## config.mk

```make
export PLATFORM = sky130hd
export DESIGN_NAME = tff_count_ctrl
export DESIGN_NICKNAME = d
export VERILOG_FILES = /design/src/rtl/tff_count_ctrl.sv
export SDC_FILE = /design/constraint.sdc
export NUM_CORES = 1
export LEC_CHECK = 0
export CAP_MARGIN = 20
export CORE_AREA = 5 5 42 44
export CTS_CLUSTER_SIZE = 14
export DETAILED_ROUTE_END_ITERATION = 10
export DIE_AREA = 0 0 47 49
export DONT_BUFFER_PORTS = 1
export PLACE_DENSITY = 0.55
export SYNTH_ARGS = -nofsm -noshare
export SYNTH_HDL_FRONTEND = slang
export SYNTH_SLANG_ARGS = --single-unit
export TNS_END_PERCENT = 30
```

## constraint.sdc

```tcl
create_clock -name clk -period 1.55 [get_ports clk]
set_clock_uncertainty 0.15 [all_clocks]
set_input_delay 0.31 -clock clk [delete_from_list [all_inputs] [get_ports clk]]
set_output_delay 0.31 -clock clk [all_outputs]
set_load 0.03 [all_outputs]
```

## src/rtl/tff_count_ctrl.sv

```systemverilog
// -----------------------------------------------------------------------------
// tff_count_ctrl
//
// Sequences an external bank of T flip-flops as a modulo-2^WIDTH binary
// counter. On an accepted start the bank is first cleared to its base value
// (all-zeros for up, all-ones for down). It is then stepped one count per
// cycle until the fed-back bank state equals the latched limit. A one-cycle
// done pulse marks completion. stop aborts with the bank left where it is.
//
// Ports
//   clk    : clock, rising edge active
//   rst_n  : asynchronous active-low reset
//   start  : begin a sequence (only looked at in IDLE)
//   stop   : abort request (looked at in CLEAR and RUN)
//   dir    : 0 = count up from all-zeros, 1 = count down from all-ones
//   limit  : terminal value, latched together with dir on accepted start
//   q      : present state of the T flip-flop bank (q[0] = LSB)
//   t      : toggle enables to the bank (bit i flips when t[i] = 1)
//   busy   : high while in CLEAR or RUN
//   done   : one-cycle pulse in DONE
// -----------------------------------------------------------------------------
module tff_count_ctrl #(
  parameter int WIDTH = 4
) (
  input  logic             clk,
  input  logic             rst_n,
  input  logic             start,
  input  logic             stop,
  input  logic             dir,
  input  logic [WIDTH-1:0] limit,
  input  logic [WIDTH-1:0] q,
  output logic [WIDTH-1:0] t,
  output logic             busy,
  output logic             done
);

  typedef enum logic [1:0] {
    IDLE  = 2'd0,
    CLEAR = 2'd1,
    RUN   = 2'd2,
    DONE  = 2'd3
  } state_e;

  state_e           state_q, state_d;
  logic             dir_q, dir_d;
  logic [WIDTH-1:0] limit_q, limit_d;

  // Toggle patterns for one binary step. Bit i toggles when every lower bit
  // is 1 (increment) or 0 (decrement); bit 0 always toggles.
  logic [WIDTH-1:0] t_up, t_dn;
  logic             carry_up, carry_dn;

  always_comb begin
    t_up     = '0;
    t_dn     = '0;
    carry_up = 1'b1;
    carry_dn = 1'b1;
    for (int i = 0; i < WIDTH; i++) begin
      t_up[i]  = carry_up;
      t_dn[i]  = carry_dn;
      carry_up = carry_up & q[i];
      carry_dn = carry_dn & ~q[i];
    end
  end

  logic at_limit;
  assign at_limit = (q == limit_q);

  // Next-state, register-load and toggle-enable decode.
  // NOTE: every signal written here gets a default first, so no path can
  // leave one unassigned and infer a latch.
  always_comb begin
    state_d = state_q;
    dir_d   = dir_q;
    limit_d = limit_q;
    t       = '0;

    unique case (state_q)
      IDLE: begin
        if (start) begin
          dir_d   = dir;
          limit_d = limit;
          state_d = CLEAR;
        end
      end

      CLEAR: begin
        if (stop) begin
          state_d = IDLE;
        end else begin
          // Toggling the bits that differ from the base value lands the bank
          // on all-zeros (up) or all-ones (down) after one edge.
          t       = dir_q ? ~q : q;
          state_d = RUN;
        end
      end

      RUN: begin
        // stop takes priority over reaching the terminal value.
        if (stop) begin
          state_d = IDLE;
        end else if (at_limit) begin
          state_d = DONE;
        end else begin
          t = dir_q ? t_dn : t_up;
        end
      end

      DONE: begin
        state_d = IDLE;
      end

      default: begin
        state_d = IDLE;
      end
    endcase
  end

  // NOTE: state flops use non-blocking assignments so every flop samples
  // the pre-edge values regardless of statement order.
  always_ff @(posedge clk or negedge rst_n) begin
    if (!rst_n) begin
      state_q <= IDLE;
      dir_q   <= 1'b0;
      limit_q <= '0;
    end else begin
      state_q <= state_d;
      dir_q   <= dir_d;
      limit_q <= limit_d;
    end
  end

  assign busy = (state_q == CLEAR) || (state_q == RUN);
  assign done = (state_q == DONE);

endmodule
```

==> results.md, run 1 <==
- Die Area: 2300 um^2
- Avg WL per Cell: 15.4 um
- Library cells used by synthesis: 23
- Initial antenna violation count: 0
- Fmax: 469 MHz
- Layout cell share with drive strength beyond 1: 0.728
- Status: finished, violations left
- RSZ-0062 raised after global routing: true
- Chip width: 47 um
- Number of buffers added on ports: 0
- Post-Route WL: 1500 um
- Total gr overflow: 0
- Die H: 49 um
- Antenna Cells: 0
- WS Path Type: reg2out
- CTS tree: built
- DR vias: 482
- Gp weighted congestion: 0.819
- Final WS setup: -0.584 ns
- Setup_tns: -2.97 ns
- Drt drc: 0
- Final hold viol count: 0
- Crit. End Element: output pin
- Row cnt: 14
- Area of placed instances: 752 um^2
- Syn. warnings: 0
- Largest net degree at the start of global routing: 8
- Crit share post-route: 1.38
- Post-route minimum period: 2.13 ns
- Final instance area: 966 um^2
- Power per cell area: 2130 nW/um^2
- GRT Util Overall: 0.146
- Initial Util: 0.392
- Drt via density: 4.97
- Register area share after synthesis: 0.319
- Hpwl dp: 1110 um
- Layout Cells excl Fill: 97
- Initial drt markers: 1
- Root buffer cell: clkbuf_4
- H-tree lvl count: 1
- Final ANT Viol Nets: 0
- Layout area overhead: 75.9%
- Ports: 19
- Worst Tran Pin Value: 0.328 ns
- Placed cells: 88
- Final Net Count: 100
- Max clock buf depth: 2
- Clk Latency, worst-skew pair: 0.25 ns
- Number of synthesized register bits: 7
- Post-Place Setup Slack: -0.412 ns
- Netlist Area Pre-Place: 549 um^2
- HP Class: in2reg
- Most common cell in the synthesized netlist: dfrtp_1
- Yosys top cell by area: dfrtp_1
- Critical Path Source Type: flip-flop
- Pleak: 0.421 nW
- Gate Count Post-Synth: 52
- Post-synth top area share: 0.319
- Final setup fails: 8
- Core Region: 1400 um^2
- R2R setup slack: -0.28 ns
- Mean area per synthesized cell: 10.6 um^2
- Max_cap viols: 0
- CTS sink cnt: 7
- Slew HR: 0.781
- Synth area leaders: dfrtp_1 32%, ha_1 11%, mux2_2 10%, xnor2_1 6.4%, nor2b_1 5.7%
- Worst-path clk slew: 0.05 ns
- Post-synthesis async set-or-reset flop share: 1.00
- First-pass GRT wire length: 2440 um
- Max-slew violation count: 0
- Vias in the first global route: 553
- TritonRoute pass-1 iters: 2
- Worst Path Max Fanout: 5
- Syn Nets: 70
- Post-synth top flop: dfrtp_1
- Failing checks: negative setup slack
- CP Data Required Time: 1.09 ns
- Most instantiated cells after synthesis: 7 x dfrtp_1, 5 x ha_1, 5 x mux2_2, 5 x nor2b_1
- Number of flops mapped to enable cells by yosys: 0
- Num CTS Buffers: 3
- Worst path arrival time: 1.67 ns
- Max rail drop VDD: 1.14 mV
## layout make-up
class | instances | area [um^2]
sequential | 7 | 176
multi-input combinational | 42 | 510
timing repair buffer | 25 | 221
clock buffer | 4 | 26.3
tap | 16 | 20.0
inverter | 3 | 11.3
fill | 113 | 435
## worst max-delay path: stages, from the launching register on
cell and delay, ns:
dfrtp_1 0.40, inv_2 0.09, ha_4 0.15, nand2b_4 0.06
a41oi_4 0.25, a21oi_2 0.11, nor3b_4 0.20, buf_6 0.15
## layer usage
layer	part of all wire	GRT usage
met5	0	0
met4	0.0060	0.0691
met3	0.061	0.0258
met2	0.54	0.249
met1	0.40	0.166
## power breakdown
| group | leakage, nW | switching (mW) | total, mW | internal, mW |
|---|---|---|---|---|
| sequential | 0.0823 | 0.114 | 0.393 | 0.279 |
| clock | 0.0150 | 0.0665 | 0.165 | 0.0982 |
| combinational | 0.323 | 0.645 | 1.50 | 0.856 |
## timing repair
item	in CTS	in global routing
gates resized for setup	23	5
endpoints found under the hold margin	7	0
hold buffers	1	0
buffers inserted	1	3
pin swaps	7	6
setup endpoints to repair	13	8
## cells by family after synthesis
logic type	after synthesis	share of synthesized area
AO/OA/AOI/OAI	11	0.157
multiplexers	7	0.148
buffers and inverters	3	0.0205
XOR/XNOR	6	0.0957
adder cells (fa/ha/maj)	5	0.114
flip-flops	7	0.319
AND/OR/NAND/NOR	13	0.146
## stage by stage
stage / utilization / hold slack [ns] / total power, mW
2_1_floorplan: - / -0.136 / 1.06
3_3_place_gp: 0.537 / -0.135 / 1.50
3_5_place_dp: 0.537 / -0.135 / 1.51
4_1_cts: 0.653 / 0.0492 / 1.95
5_1_grt: 0.689 / 0.0456 / 2.20
6_report: 0.689 / 0.0603 / 2.06
## sequential cells by signal, indices dropped and copies added, names as in the netlist
register / count
state_q: 2
dir_q: 1
limit_q: 4
## placed cells by master, fill, tap and decap left out, drive strengths merged
cell,count
buf,24
dfrtp,7
mux2,6
nor2b,5
ha,5
xnor2,4
nand2b,4
clkbuf,4
inv,3
a21oi,3
xor2,2
mux2i,1
a41oi,1
a22oi,1
a32oi,1
nand4,1
a21o,1
a31oi,1
o21ai,1
nor3b,1
o21a,1
nor2,1
o32a,1
nand2,1
dlygate4sd3,1
## worst paths after layout
kind | startpoint | endpoint | depth (start not counted)
worst max-delay path | state_q[0]$_DFFE_PN0P_ | t[1] | 7
worst min-delay path | limit[2] | limit_q[2]$_DFFE_PN0P_ | 1
worst max register to register | state_q[0]$_DFFE_PN0P_ | state_q[1]$_DFFE_PN0P_ | 8
worst min register to register | state_q[0]$_DFFE_PN0P_ | state_q[0]$_DFFE_PN0P_ | 1
min in group asynchronous | rst_n | limit_q[1]$_DFFE_PN0P_ | 1
max in group asynchronous | rst_n | state_q[1]$_DFFE_PN0P_ | 1
Note: power is estimated with default switching activity, not from simulation.
==> run 2, diff against run 1 <==
--- a/config.mk
+++ b/config.mk
@@ -5,13 +5,14 @@
 export SDC_FILE = /design/constraint.sdc
 export NUM_CORES = 1
 export LEC_CHECK = 0
+export ABC_AREA = 1
 export CAP_MARGIN = 20
 export CORE_AREA = 5 5 42 44
 export CTS_CLUSTER_SIZE = 14
 export DETAILED_ROUTE_END_ITERATION = 10
 export DIE_AREA = 0 0 47 49
 export DONT_BUFFER_PORTS = 1
-export PLACE_DENSITY = 0.55
+export PLACE_DENSITY = 0.57
 export SYNTH_ARGS = -nofsm -noshare
 export SYNTH_HDL_FRONTEND = slang
 export SYNTH_SLANG_ARGS = --single-unit
==> run 2 against run 1 <==
  * The flow still finishes with violations (negative setup slack)
  * Global-route usage shrank 0.98 points
  * Synthesized area up 4.1%
  * Routed wire length fell by 13%
  * Register-to-register slack improved by 0.31 ns
  * Cell area fell by 11%
  * Setup slack better by 0.19 ns
  * Sequential power shrank 13%
  * Combinational power fell by 13%
  * Largest power group unchanged
  * Critical path type unchanged
  * Synthesized cell count increased by 67%
  * Power is 12% lower
  * Hold slack better by 0.016 ns
  * Critical path depth decreased by 2
==> results.md, run 2 <==
- Max clock buf depth: 2 (unchanged)
- Int Pwr: 967 uW (-22%)
- R2R Path Start: state_q[1]$_DFFE_PN0P_
- Ports: 19 (unchanged)
- Syn. warnings: 0 (unchanged)
- GRT Util Overall: 0.136 (-0.00983)
- Slowest stage cell on the critical path: dfrtp_1
- Psw: 844 uW (+2.3%)
- Sw Share: 0.466 (+0.0653)
- Mean area per synthesized cell: 6.57 um^2 (-38%)
- Core Region: 1400 um^2 (unchanged)
- Root buffer cell: clkbuf_4
- Slew HR: 0.775 (-0.00540)
- Largest stage delay, worst path: 0.40 ns (about the same)
- Final WS setup: -0.394 ns (+0.190 ns)
- Final Net Count: 126 (+26%)
- Clk Latency, worst-skew pair: 0.24 ns (about the same)
- Max reg flops: 4 (unchanged)
- Total gr overflow: 0 (unchanged)
- Post-Route WL: 1310 um (-13%)
- Pleak: 0.432 nW (+2.6%)
- Number of synthesized register bits: 7 (unchanged)
- Die Area: 2300 um^2 (unchanged)
- Gp weighted congestion: 0.723 (-12%)
- Number of flops mapped to enable cells by yosys: 0 (unchanged)
- Post-synth top flop: dfrtp_1
- Crit share post-route: 1.25 (-0.122)
- Setup_tns: -1.72 ns (+1.26 ns)
- WS Path Type: reg2out
- Crit. End Element: output pin
- Final Util: 0.613 (-0.0759)
- First-pass GRT wire length: 2370 um (-3.1%)
- DR vias: 572 (+19%)
- Worst-path clk slew: 0.05 ns (about the same)
- Most common cell in the synthesized netlist: nand2_1
- Syn Nets: 105 (+50%)
- Initial drt markers: 9 (+8)
- Worst Path Max Fanout: 4 (-1)
- Avg WL per Cell: 10.6 um (-31%)
- Post-route minimum period: 1.94 ns (-0.190 ns)
- Worst Tran Pin Value: 0.336 ns (+0.00807 ns)
- HP Class: in2reg
- H-tree lvl count: 1 (unchanged)
- Hpwl dp: 1060 um (-4.6%)
- Drt via density: 4.65 (-6.4%)
- Post-synthesis async set-or-reset flop share: 1.00 (unchanged)
- Gate Count Post-Synth: 87 (+67%)
- Met2 Wirelength: 607 um (-24%)
- Yosys top cell by area: dfrtp_1
- Post-Place Setup Slack: -0.269 ns (+0.143 ns)
- RSZ-0062 raised after global routing: true
- CTS sink cnt: 7 (unchanged)
- Failing checks: negative setup slack
- Layout area overhead: 50.3%
- Post-synth top area share: 0.306 (-0.0126)
- Met3 WL: 64 um (-30%)
- Most frequent cells in the layout: 22 x nand2_1, 13 x buf_4, 12 x inv_1
- Seq pwr share: 0.188 (-0.003)
- Vias in the first global route: 572 (+3.4%)
- Critical-path cell list: inv_2 -> ha_4 -> nand2_4 -> or2_4 -> a21oi_4
- Power share of the clock group: 0.089 (+0.009)
- Layout cell share with drive strength beyond 1: 0.383 (-0.345)
- Fmax: 514 MHz (+9.7%)
- Area of placed instances: 732 um^2 (-2.7%)
- DR top layer: met4
- Power per cell area: 2110 nW/um^2 (-1.1%)
- Die H: 49 um (unchanged)
- Max_cap viols: 0 (unchanged)
- Most instantiated cells after synthesis: 24 x nand2_1, 16 x inv_1, 11 x a21oi_1, 7 x dfrtp_1, 7 x nor2_1
- Hold path start: limit[3]
- Final ANT Viol Nets: 0 (unchanged)
- Drt drc: 0 (unchanged)
- Num CTS Buffers: 3 (unchanged)
- Status: finished, violations left
- Max rail drop VDD: 1.01 mV (-12%)
- Initial Util: 0.408 (+0.0161)
- Final hold viol count: 0 (unchanged)
- TritonRoute pass-1 iters: 4 (+2)
- Antenna Cells: 0 (unchanged)
- Register with the most flip-flops: limit_q
- CP Data Required Time: 1.09 ns (about the same)
- Top flop regs: limit_q (4), state_q (2), dir_q (1)
- Largest net degree at the start of global routing: 11 (+3)
- Final instance area: 860 um^2 (-11%)
- Filler instances: 133 (+18%)
- Critical Path Source Type: flip-flop
- Routed length on met1: 632 um (+6.6%)
- CTS tree: built
- Initial antenna violation count: 0 (unchanged)
- Commonest non-fill, non-tap cell in the layout: nand2_1
- Worst setup startpoint: state_q[1]$_DFFE_PN0P_
- Final setup fails: 5 (-3)
- Max-slew violation count: 0 (unchanged)
- Synth area leaders: dfrtp_1 31%, nand2_1 16%, ha_1 11%, inv_1 11%, a21oi_1 9.6%
- Register area share after synthesis: 0.306 (-0.0126)
- Hold slack: 0.0762 ns (+0.0159 ns)
- Worst path arrival time: 1.48 ns (-0.19 ns)
- Netlist Area Pre-Place: 572 um^2 (+4.1%)
- Number of buffers added on ports: 0 (unchanged)
- Row cnt: 14 (unchanged)
- Chip width: 47 um (unchanged)
- Library cells used by synthesis: 15 (-35%)
- Gate power share: 0.723 (-0.006)
## run 2: cell type report
type / instances / area, um^2 / share of cell area
Multi-Input combinational cell: 64 / 443 / 0.515
Sequential cell: 7 / 176 / 0.205
Timing Repair Buffer: 16 / 130 / 0.151
Inverter: 16 / 63.8 / 0.0742
Clock buffer: 4 / 26.3 / 0.0306
Tap cell: 16 / 20.0 / 0.0233
## run 2: what timing repair did
action | in CTS | in global routing
hold endpoints to repair | 7 | 0
pin swaps | 7 | 6
setup buffers | 3 | 1
hold buffers | 1 | 0
endpoints found under the setup margin | 6 | 8
gates resized for setup | 16 | 2
## run 2: critical path, delay by kind of cell (launching register included)
| kind | cells | cell delay (ns) |
|---|---|---|
| flops | 1 | 0.40 |
| simple gates | 2 | 0.30 |
| compound gates | 1 | 0.24 |
| fa+ha+maj | 1 | 0.16 |
| buf+inv | 1 | 0.13 |
## run 2: power groups by stage
| stage | Sequential, mW | Combinational, mW | Clock (mW) |
|---|---|---|---|
| global route | 0.357 | 1.45 | 0.183 |
| global placement | 0.338 | 1.06 | 0 |
| detailed placement | 0.342 | 1.07 | 0 |
| CTS | 0.338 | 1.29 | 0.171 |
| floorplan | 0.338 | 0.782 | 0 |
| finish | 0.341 | 1.31 | 0.161 |
## run 2: cells by family after synthesis
| logic type | Yosys count | share of synthesized area |
|---|---|---|
| adders and majority gates | 5 | 0.109 |
| DFF | 7 | 0.306 |
| buffers and inverters | 16 | 0.105 |
| AOI/OAI and AO/OA | 15 | 0.138 |
| xor gates and xnor gates | 2 | 0.0306 |
| and+or+nand+nor | 42 | 0.311 |
## run 2: layer usage
layer | vias to the layer above | track usage
met1 | 247 | 0.187
met2 | 14 | 0.204
met4 | 0 | 0.0553
li1 | 309 | -
met3 | 2 | 0.0258
met5 | - | 0
## run 2: worst paths after layout
| kind | to | slack, ns | cells after the start |
|---|---|---|---|
| worst max-delay path | t[2] | -0.39 | 5 |
| worst min-delay path | limit_q[3]$_DFFE_PN0P_ | 0.08 | 2 |
| worst max register to register | state_q[0]$_DFFE_PN0P_ | 0.03 | 7 |
| worst min register to register | limit_q[3]$_DFFE_PN0P_ | 0.39 | 2 |
| max in group asynchronous | dir_q$_DFFE_PN0P_ | 0.73 | 1 |
| min in group asynchronous | limit_q[2]$_DFFE_PN0P_ | 0.25 | 1 |
## run 2: stage by stage
| step | total power, mW | instances |
|---|---|---|
| finish | 1.81 | 123 |
| global route | 1.99 | 123 |
| CTS | 1.79 | 122 |
| detailed placement | 1.42 | 114 |
| global placement | 1.40 | 114 |
| floorplan | 1.12 | 87 |
